[src/rtl/pulse_burst_sequencer.sv]
// Burst sequencer: turns one arm request into N start strobes spaced by a programmable gap.
// Optional PULSE_SEQ_CONTINUOUS_EN: burst_count==0 repeats forever until abort or reset.
module pulse_burst_sequencer #(
    parameter int unsigned CNT_W   = 8,
    parameter int unsigned INT_W   = 16,
    parameter int unsigned TIMEOUT = 1024
) (
    input  logic             clk,
    input  logic             reset,
    input  logic             gen_ready,
    input  logic             pulse_in,
    input  logic             arm,
    input  logic             abort,
    input  logic [CNT_W-1:0] burst_count,
    input  logic [INT_W-1:0] interval,
    output logic             start,
    output logic             busy,
    output logic             done,
    output logic [CNT_W-1:0] pulses_issued,
    output logic             timeout_err
);

`ifdef PULSE_SEQ_CONTINUOUS_EN
    localparam bit Continuous = 1'b1;
`else
    localparam bit Continuous = 1'b0;
`endif

    localparam int unsigned TMO_W = $clog2(TIMEOUT);
    localparam logic [TMO_W-1:0] TmoLoad = TMO_W'(TIMEOUT - 1);

    typedef enum logic [2:0] {
        StIdle,
        StWaitReady,
        StFire,
        StWaitPulse,
        StGap,
        StDone
    } state_e;

    state_e           state_q;
    logic [CNT_W-1:0] count_q;
    logic [INT_W-1:0] interval_q;
    logic [INT_W-1:0] gap_q;
    logic [TMO_W-1:0] tmo_q;
    logic             pulse_q;
    logic             gen_ready_q;
    logic             seen_rise_q;

    logic             pulse_rise;
    logic             pulse_fall;
    logic [CNT_W-1:0] pulses_next;

    assign pulse_rise  = pulse_in & ~pulse_q;
    assign pulse_fall  = ~pulse_in & pulse_q & seen_rise_q;
    assign pulses_next = pulses_issued + CNT_W'(1);

    always_ff @(posedge clk) begin
        if (reset) begin
            state_q       <= StIdle;
            count_q       <= '0;
            interval_q    <= '0;
            gap_q         <= '0;
            tmo_q         <= '0;
            pulse_q       <= 1'b0;
            gen_ready_q   <= 1'b0;
            seen_rise_q   <= 1'b0;
            start         <= 1'b0;
            busy          <= 1'b0;
            done          <= 1'b0;
            pulses_issued <= '0;
            timeout_err   <= 1'b0;
        end else begin
            pulse_q     <= pulse_in;
            gen_ready_q <= gen_ready;
            start       <= 1'b0;
            done        <= 1'b0;
            if (abort) begin
                state_q <= StIdle;
                busy    <= 1'b0;
            end else begin
                unique case (state_q)
                    StIdle: begin
                        if (arm) begin
                            count_q       <= burst_count;
                            interval_q    <= interval;
                            pulses_issued <= '0;
                            timeout_err   <= 1'b0;
                            busy          <= 1'b1;
                            if (burst_count == '0 && !Continuous) begin
                                state_q <= StDone;
                                done    <= 1'b1;
                            end else if (gen_ready_q) begin
                                state_q <= StFire;
                                start   <= 1'b1;
                            end else begin
                                state_q <= StWaitReady;
                            end
                        end
                    end
                    StWaitReady: begin
                        if (gen_ready_q) begin
                            state_q <= StFire;
                            start   <= 1'b1;
                        end
                    end
                    StFire: begin
                        if (!gen_ready_q) begin
                            state_q <= StWaitReady;
                        end else begin
                            state_q     <= StWaitPulse;
                            tmo_q       <= TmoLoad;
                            seen_rise_q <= 1'b0;
                        end
                    end
                    StWaitPulse: begin
                        // Generator reset discards the pulse in flight; it is re-fired later.
                        if (!gen_ready_q) begin
                            state_q <= StWaitReady;
                        end else if (pulse_fall) begin
                            pulses_issued <= pulses_next;
                            if (count_q != '0 && pulses_next == count_q) begin
                                state_q <= StDone;
                                done    <= 1'b1;
                            end else if (interval_q == '0) begin
                                state_q <= StFire;
                                start   <= 1'b1;
                            end else begin
                                state_q <= StGap;
                                gap_q   <= interval_q - INT_W'(1);
                            end
                        end else if (tmo_q == TMO_W'(1)) begin
                            timeout_err <= 1'b1;
                            busy        <= 1'b0;
                            state_q     <= StIdle;
                        end else begin
                            tmo_q <= tmo_q - TMO_W'(1);
                            if (pulse_rise) seen_rise_q <= 1'b1;
                        end
                    end
                    StGap: begin
                        if (!gen_ready_q) begin
                            state_q <= StWaitReady;
                        end else if (gap_q == '0) begin
                            state_q <= StFire;
                            start   <= 1'b1;
                        end else begin
                            gap_q <= gap_q - INT_W'(1);
                        end
                    end
                    StDone: begin
                        busy    <= 1'b0;
                        state_q <= StIdle;
                    end
                    default: state_q <= StIdle;
                endcase
            end
        end
    end

endmodule

[config.mk]
export PLATFORM = sky130hd
export DESIGN_NAME = pulse_burst_sequencer
export DESIGN_NICKNAME = d
export VERILOG_FILES = /design/src/rtl/pulse_burst_sequencer.sv
export SDC_FILE = /design/constraint.sdc
export NUM_CORES = 1
export LEC_CHECK = 0
export ABC_AREA = 1
export BUFFER_PORTS_ARGS = -buffer_cell sky130_fd_sc_hd__buf_2
export CAP_MARGIN = 10
export CORE_MARGIN = 5
export CORE_UTILIZATION = 53
export DETAILED_ROUTE_END_ITERATION = 8
export PLACE_DENSITY = 0.76
export REMOVE_ABC_BUFFERS = 1
export SYNTH_ARGS = -nofsm -noshare
export SYNTH_HDL_FRONTEND = slang
export SYNTH_SLANG_ARGS = --single-unit
[constraint.sdc]
create_clock -name clk -period 1.8 [get_ports clk]
set_input_delay 0.36 -clock clk [delete_from_list [all_inputs] [get_ports clk]]
set_output_delay 0.36 -clock clk [all_outputs]
set_load 0.02 [all_outputs]
---- Word level (Yosys, flattened, before mapping) ----
Cells that the tools add are included.
operators by class
  reductions and logical operators ........ 19
  $add $sub $neg .......................... 4
  bitwise logic cells ..................... 6
  multiplexer cells ....................... 61
  equal/unequal tests ..................... 22
operator list
  operator                 count
  $mux W16                 6
  $mux W10                 4
  $logic_not A16 Y1        2
  $pmux W16 S2             1
  $sub A16 B1 Y16 const B  2
  $mux W3                  10
  $mux W1                  27
  $ne A2 B2 Y1 const B     13
  $mux W8                  3
  $pmux W10 S2             1
  $pmux W8 S2              1
  $pmux W3 S5              1
  $reduce_and A6 Y1        2
  $eq A10 B1 Y1 const B    1
  $reduce_and A5 Y1        2
  $sub A10 B1 Y10 const B  1
  $add A8 B1 Y8 const B    1
  $eq A8 B8 Y1             1
  $logic_not A8 Y1         1
  $reduce_and A8 Y1        1
  $reduce_bool A8 Y1       1
  $reduce_and A7 Y1        1
  $eq A3 B2 Y1 const B     2
  $eq A3 B3 Y1 const B     2
  16 further kinds         25
storage, ports and cells
  flip-flop bits (word level) ............. 68
  input bits .............................. 30
  logic and storage cells ................. 125

---- Longest topological paths before layout ----
  depth in word-level cells ............... 7
  gate-level depth with buffers ........... 16

---- Worst setup path after synthesis ----
Ideal clock, no wire load.
  path type ............................... reg2reg
  start ................................... register pulses_issued[1]
  end ..................................... register gap_q[10]
  data arrival time ....................... 1972 ps
  period minus slack after synthesis ...... 2087 ps
  data required time ...................... 1685 ps
  stages on the path, launching flop included .. 14
  setup time .............................. 115 ps
  path slack .............................. -287 ps
  cells stage by stage .................... dfxtp_1 -> ha_1 -> nand2_1 -> nor2_2 -> nand3_1 -> nand3_1 -> nand2_1 -> nor2_1 -> nand3_2 -> nand2_1 -> nand2_2 -> buf_2 -> a21oi_1 -> nor2_1
on the way
  word-level cells in the longest chain between the ends .. 5
RTL lines
  item                         RTL line  RTL
  start: declaration           19        output logic [CNT_W-1:0] pulses_issued,
  start signal: assignment     121       pulses_issued <= pulses_next;
  $add A8 B1 Y8                56        assign pulses_next = pulses_issued + CNT_W'(1);
  $eq A8 B8 Y1                 122       if (count_q != '0 && pulses_next == count_q) begin
  $logic_and A1 B1 Y1          122
  $ne A2 B2 Y1 (no line)       --
  $reduce_and A8 Y1 (no line)  --
  end signal: assignment       130       gap_q <= interval_q - INT_W'(1);
  end signal: assignment       148       gap_q <= gap_q - INT_W'(1);
  end: declaration             44        logic [INT_W-1:0] gap_q;
No other way between the ends.
A chain may end at the register's enable or synchronous reset.

---- Worst setup path after layout ----
  start ................................... register state_q[0]
  end ..................................... register gap_q[4]
on the way
  word-level cells in the longest chain between the ends .. 3
  elaborated cells between the ends (all ways) .. 11
RTL lines
  item                                                          RTL line  RTL
  start: declaration                                            41        state_e state_q;
  start signal: assignment                                      60        state_q <= StIdle;
  start signal: assignment                                      79        state_q <= StIdle;
  start signal: assignment                                      91        state_q <= StDone;
  $eq A3 B3 Y1 or $eq A3 B2 Y1 (tied branches)                  82        unique case (state_q)
  $ne A2 B2 Y1 (no line) or $reduce_bool A2 Y1 (tied branches)  --
  $reduce_and A8 Y1 (no line)                                   --
Several ways; a longest one is shown, not always the timed one.

==> metrics.md <==
| Metric | Value |
|---|---|
| Mapped Area | approximately 3900 sq um |
| Critical Path AT | 2.23 ns |
| Clock latency on the worst-skew pair | 0.35 ns |
| CTS tree | built |
| Critical Path Start Type | register |
| Root buf cell | clkbuf_8 |
| Inserted Clock Buffers | 9 |
| Pre-antenna DRT Iters | 6 |
| Initial Util | a little over half |
| DP HPWL | 7.90 mm |
| Vias in the first global route | 4126 |
| Syn. warnings | 0 |
| LEAKAGE | 2.56 nW |
| Most common cell after layout, fill and taps aside | nand2_1 |
| Wire length per cell | 14.7 um |
| # clock sinks | 68 |
| Clock-pin slew on the worst setup and hold paths | roughly 0.08 ns |
| N_diodes | 0 |
| Relative slew margins | 76.2% |
| Most frequent cells in the layout | nand2_1 (124), nor2_1 (75), buf_4 (68) |
| Final hold vios | 0 |
| Total wire length | 12.2 mm |
| Final core utilization | 76.3% |
| Worst-path fanout max | 7 |
| Min Hold Slack | 0.212 ns |
| GP Congestion | 0.906 |
| Max_cap viols | 0 |
| Syn Inst Count | 613 |
| Fill cells | 558 |
| Max Slew Vio Count | 0 |
| Crit Path Class | reg -> reg |
| Final setup viols | 17 |
| Core ar. | roughly 7200 sq um |
| RSZ-0062 raised after global routing | yes |
| Total grt overflow | 0 |
| Clock skew | just over 0.009 ns |
| Fin crit period | 1.97 ns |
| Row count | 31 |
| Die X-Extent | ~96 um |
| Ys flop type | dfxtp_1 |
| Vias | 4601 |
| Worst Slack Setup Final | -0.173 ns |
| Power consumption | 3.56 mW |
| Nets | 763 |
| Worst hold path type | in -> reg |
| Worst slew pin tran | between 0.3 and 0.4 ns |
| Critical Path RT | 2.06 ns |
| Setup TNS | -1.52 ns |
| Chip height | 95.9 um |
| Via/cell ratio | between 5 and 6 |
| Post-synth ARST share | 0% |
| Fmax | 507 MHz |
| Layout area overhead | 40.9% |
| Mean post-synth cell area | 6.37 sq um |
| Endpoint type of the worst setup path | register |
| Failing checks | negative setup slack |
| Die area | 9190 sq um |
| Remaining DRCs | 0 |
| GR Util All Layers | between 20% and 30% |
| Status | complete, but fails checks |
| I/O pin count | between 40 and 50 |
| Share of the yosys chip area belonging to registers | 34.8% |
| Layout cells sized above 1 | 31.3% |
| Initial antenna violation count | 0 |
| Pwr Density | around 650 nW/um^2 |
| Period Utilization, post-route | 110% |
| First-pass GRT wire length | 18.1 mm |
| CTS H-tree depth | 3 |
| Initial DRC count | 273 |
| Post-synth EDFFs | 0 |
| CTS max path bufs | 2 |
| Number of synthesized register bits | 68 |
| DP Worst Slack | -0.242 ns |
| Peak VDD IR | 423 uV |
| Synth cell types | 31 |
| # port buffers | between 40 and 50 |
| Largest net degree at the start of global routing | 44 |
| Post-route ant nets | 0 |
-- per-stage QoR --
step	cells	area [sq um]
floorplan	593	3800
global placement	806	4740
detailed placement	806	4740
CTS	824	5070
global route	833	5510
finish	833	5510
-- critical path, stage by stage (launching register included) --
cell	delay [ns]
dfxtp_2	0.34
nor2_4	0.21
nand2_4	0.13
o21ai_1	0.26
ha_2	0.29
inv_1	0.07
nor2_1	0.13
xor2_1	0.23
nand3_1	0.12
nand2_1	0.07
nor2_1	0.04
-- cell usage after synthesis, drive strengths merged (2+ instances only) --
| master | number | area [sq um] |
|---|---|---|
| xor2 | 9 | 78.8 |
| nand3 | 47 | 240 |
| ha | 4 | 50.1 |
| o21ai | 56 | 284 |
| xnor2 | 7 | 61.3 |
| inv | 69 | 259 |
| nor2 | 95 | 364 |
| a31oi | 4 | 25.0 |
| nor4 | 8 | 50.1 |
| a32oi | 2 | 17.5 |
| nand3b | 4 | 30.0 |
| a22oi | 2 | 15.0 |
| dfxtp | 68 | 1360 |
| buf | 9 | 68.8 |
| a21oi | 54 | 282 |
| nand2 | 142 | 541 |
| nand4 | 12 | 75.1 |
| nor3 | 6 | 30.0 |
| clkbuf | 11 | 41.3 |
-- registers in the layout, indices dropped and copies added (netlist names) --
signal and cells:
pulse_q 1, tmo_q 10, busy 1, start 1, pulses_issued 8, seen_rise_q 1
timeout_err 1, done 1, interval_q 16, count_q 8, gap_q 16, gen_ready_q 1
state_q 3
-- logic make-up (layout without fill, tap and decap cells) --
logic type,Yosys count,in the layout,share of synthesized area (%)
DFF,68,68,34.8
buffers and inverters,89,208,9.45
and+or+nand+nor,315,317,34.2
muxes,1,1,0.256
AOI/OAI and AO/OA,120,120,16.4
adders and majority gates,4,4,1.28
xor gates and xnor gates,16,16,3.59
-- routing by layer --
metal  up-vias  global-route usage [%]  wire length, um
met5         -                       0                0
met4         0                    11.0              490
met2       201                    43.1             5930
met3        42                    5.32              876
met1      2111                    30.1             4930
li1       2247                       -                -
-- timing repair --
item,4_1_cts,5_1_grt
hold endpoints to repair,0,0
endpoints found under the setup margin,35,65
setup buffers,0,5
hold buffers,0,0
gates resized for setup,41,89
pin swaps,5,27
cloned,2,4
-- final cells by class --
type	instances	area [sq um]	area share (%)
Tap cell	99	124	2.25
Clock buffer	13	159	2.89
Inverter	69	259	4.70
Clock inverter	3	21.3	0.386
Timing Repair Buffer	123	982	17.8
Multi-Input combinational cell	458	2580	46.9
Sequential cell	68	1380	25.0
-- where the power goes --
part / leakage [nW] / switching [mW] / total, mW / internal (mW)
combinational: 1.92 / 0.463 / 0.781 / 0.318
clock: 0.0896 / 0.614 / 1.19 / 0.577
sequential: 0.557 / 0.0338 / 1.59 / 1.55
-- final timing paths --
check / from / end / slack, ns / depth (start not counted)
setup / recovery: state_q[0]$_SDFFE_PP0P_ / gap_q[4]$_SDFFE_PP0P_ / -0.17 / 10
hold / removal: gen_ready / gen_ready_q$_SDFF_PP0_ / 0.21 / 3
setup reg to reg: state_q[0]$_SDFFE_PP0P_ / gap_q[4]$_SDFFE_PP0P_ / -0.17 / 10
hold reg to reg: interval_q[9]$_SDFFE_PP0P_ / interval_q[9]$_SDFFE_PP0P_ / 0.48 / 2
Power figures use the tool's default switching activity.
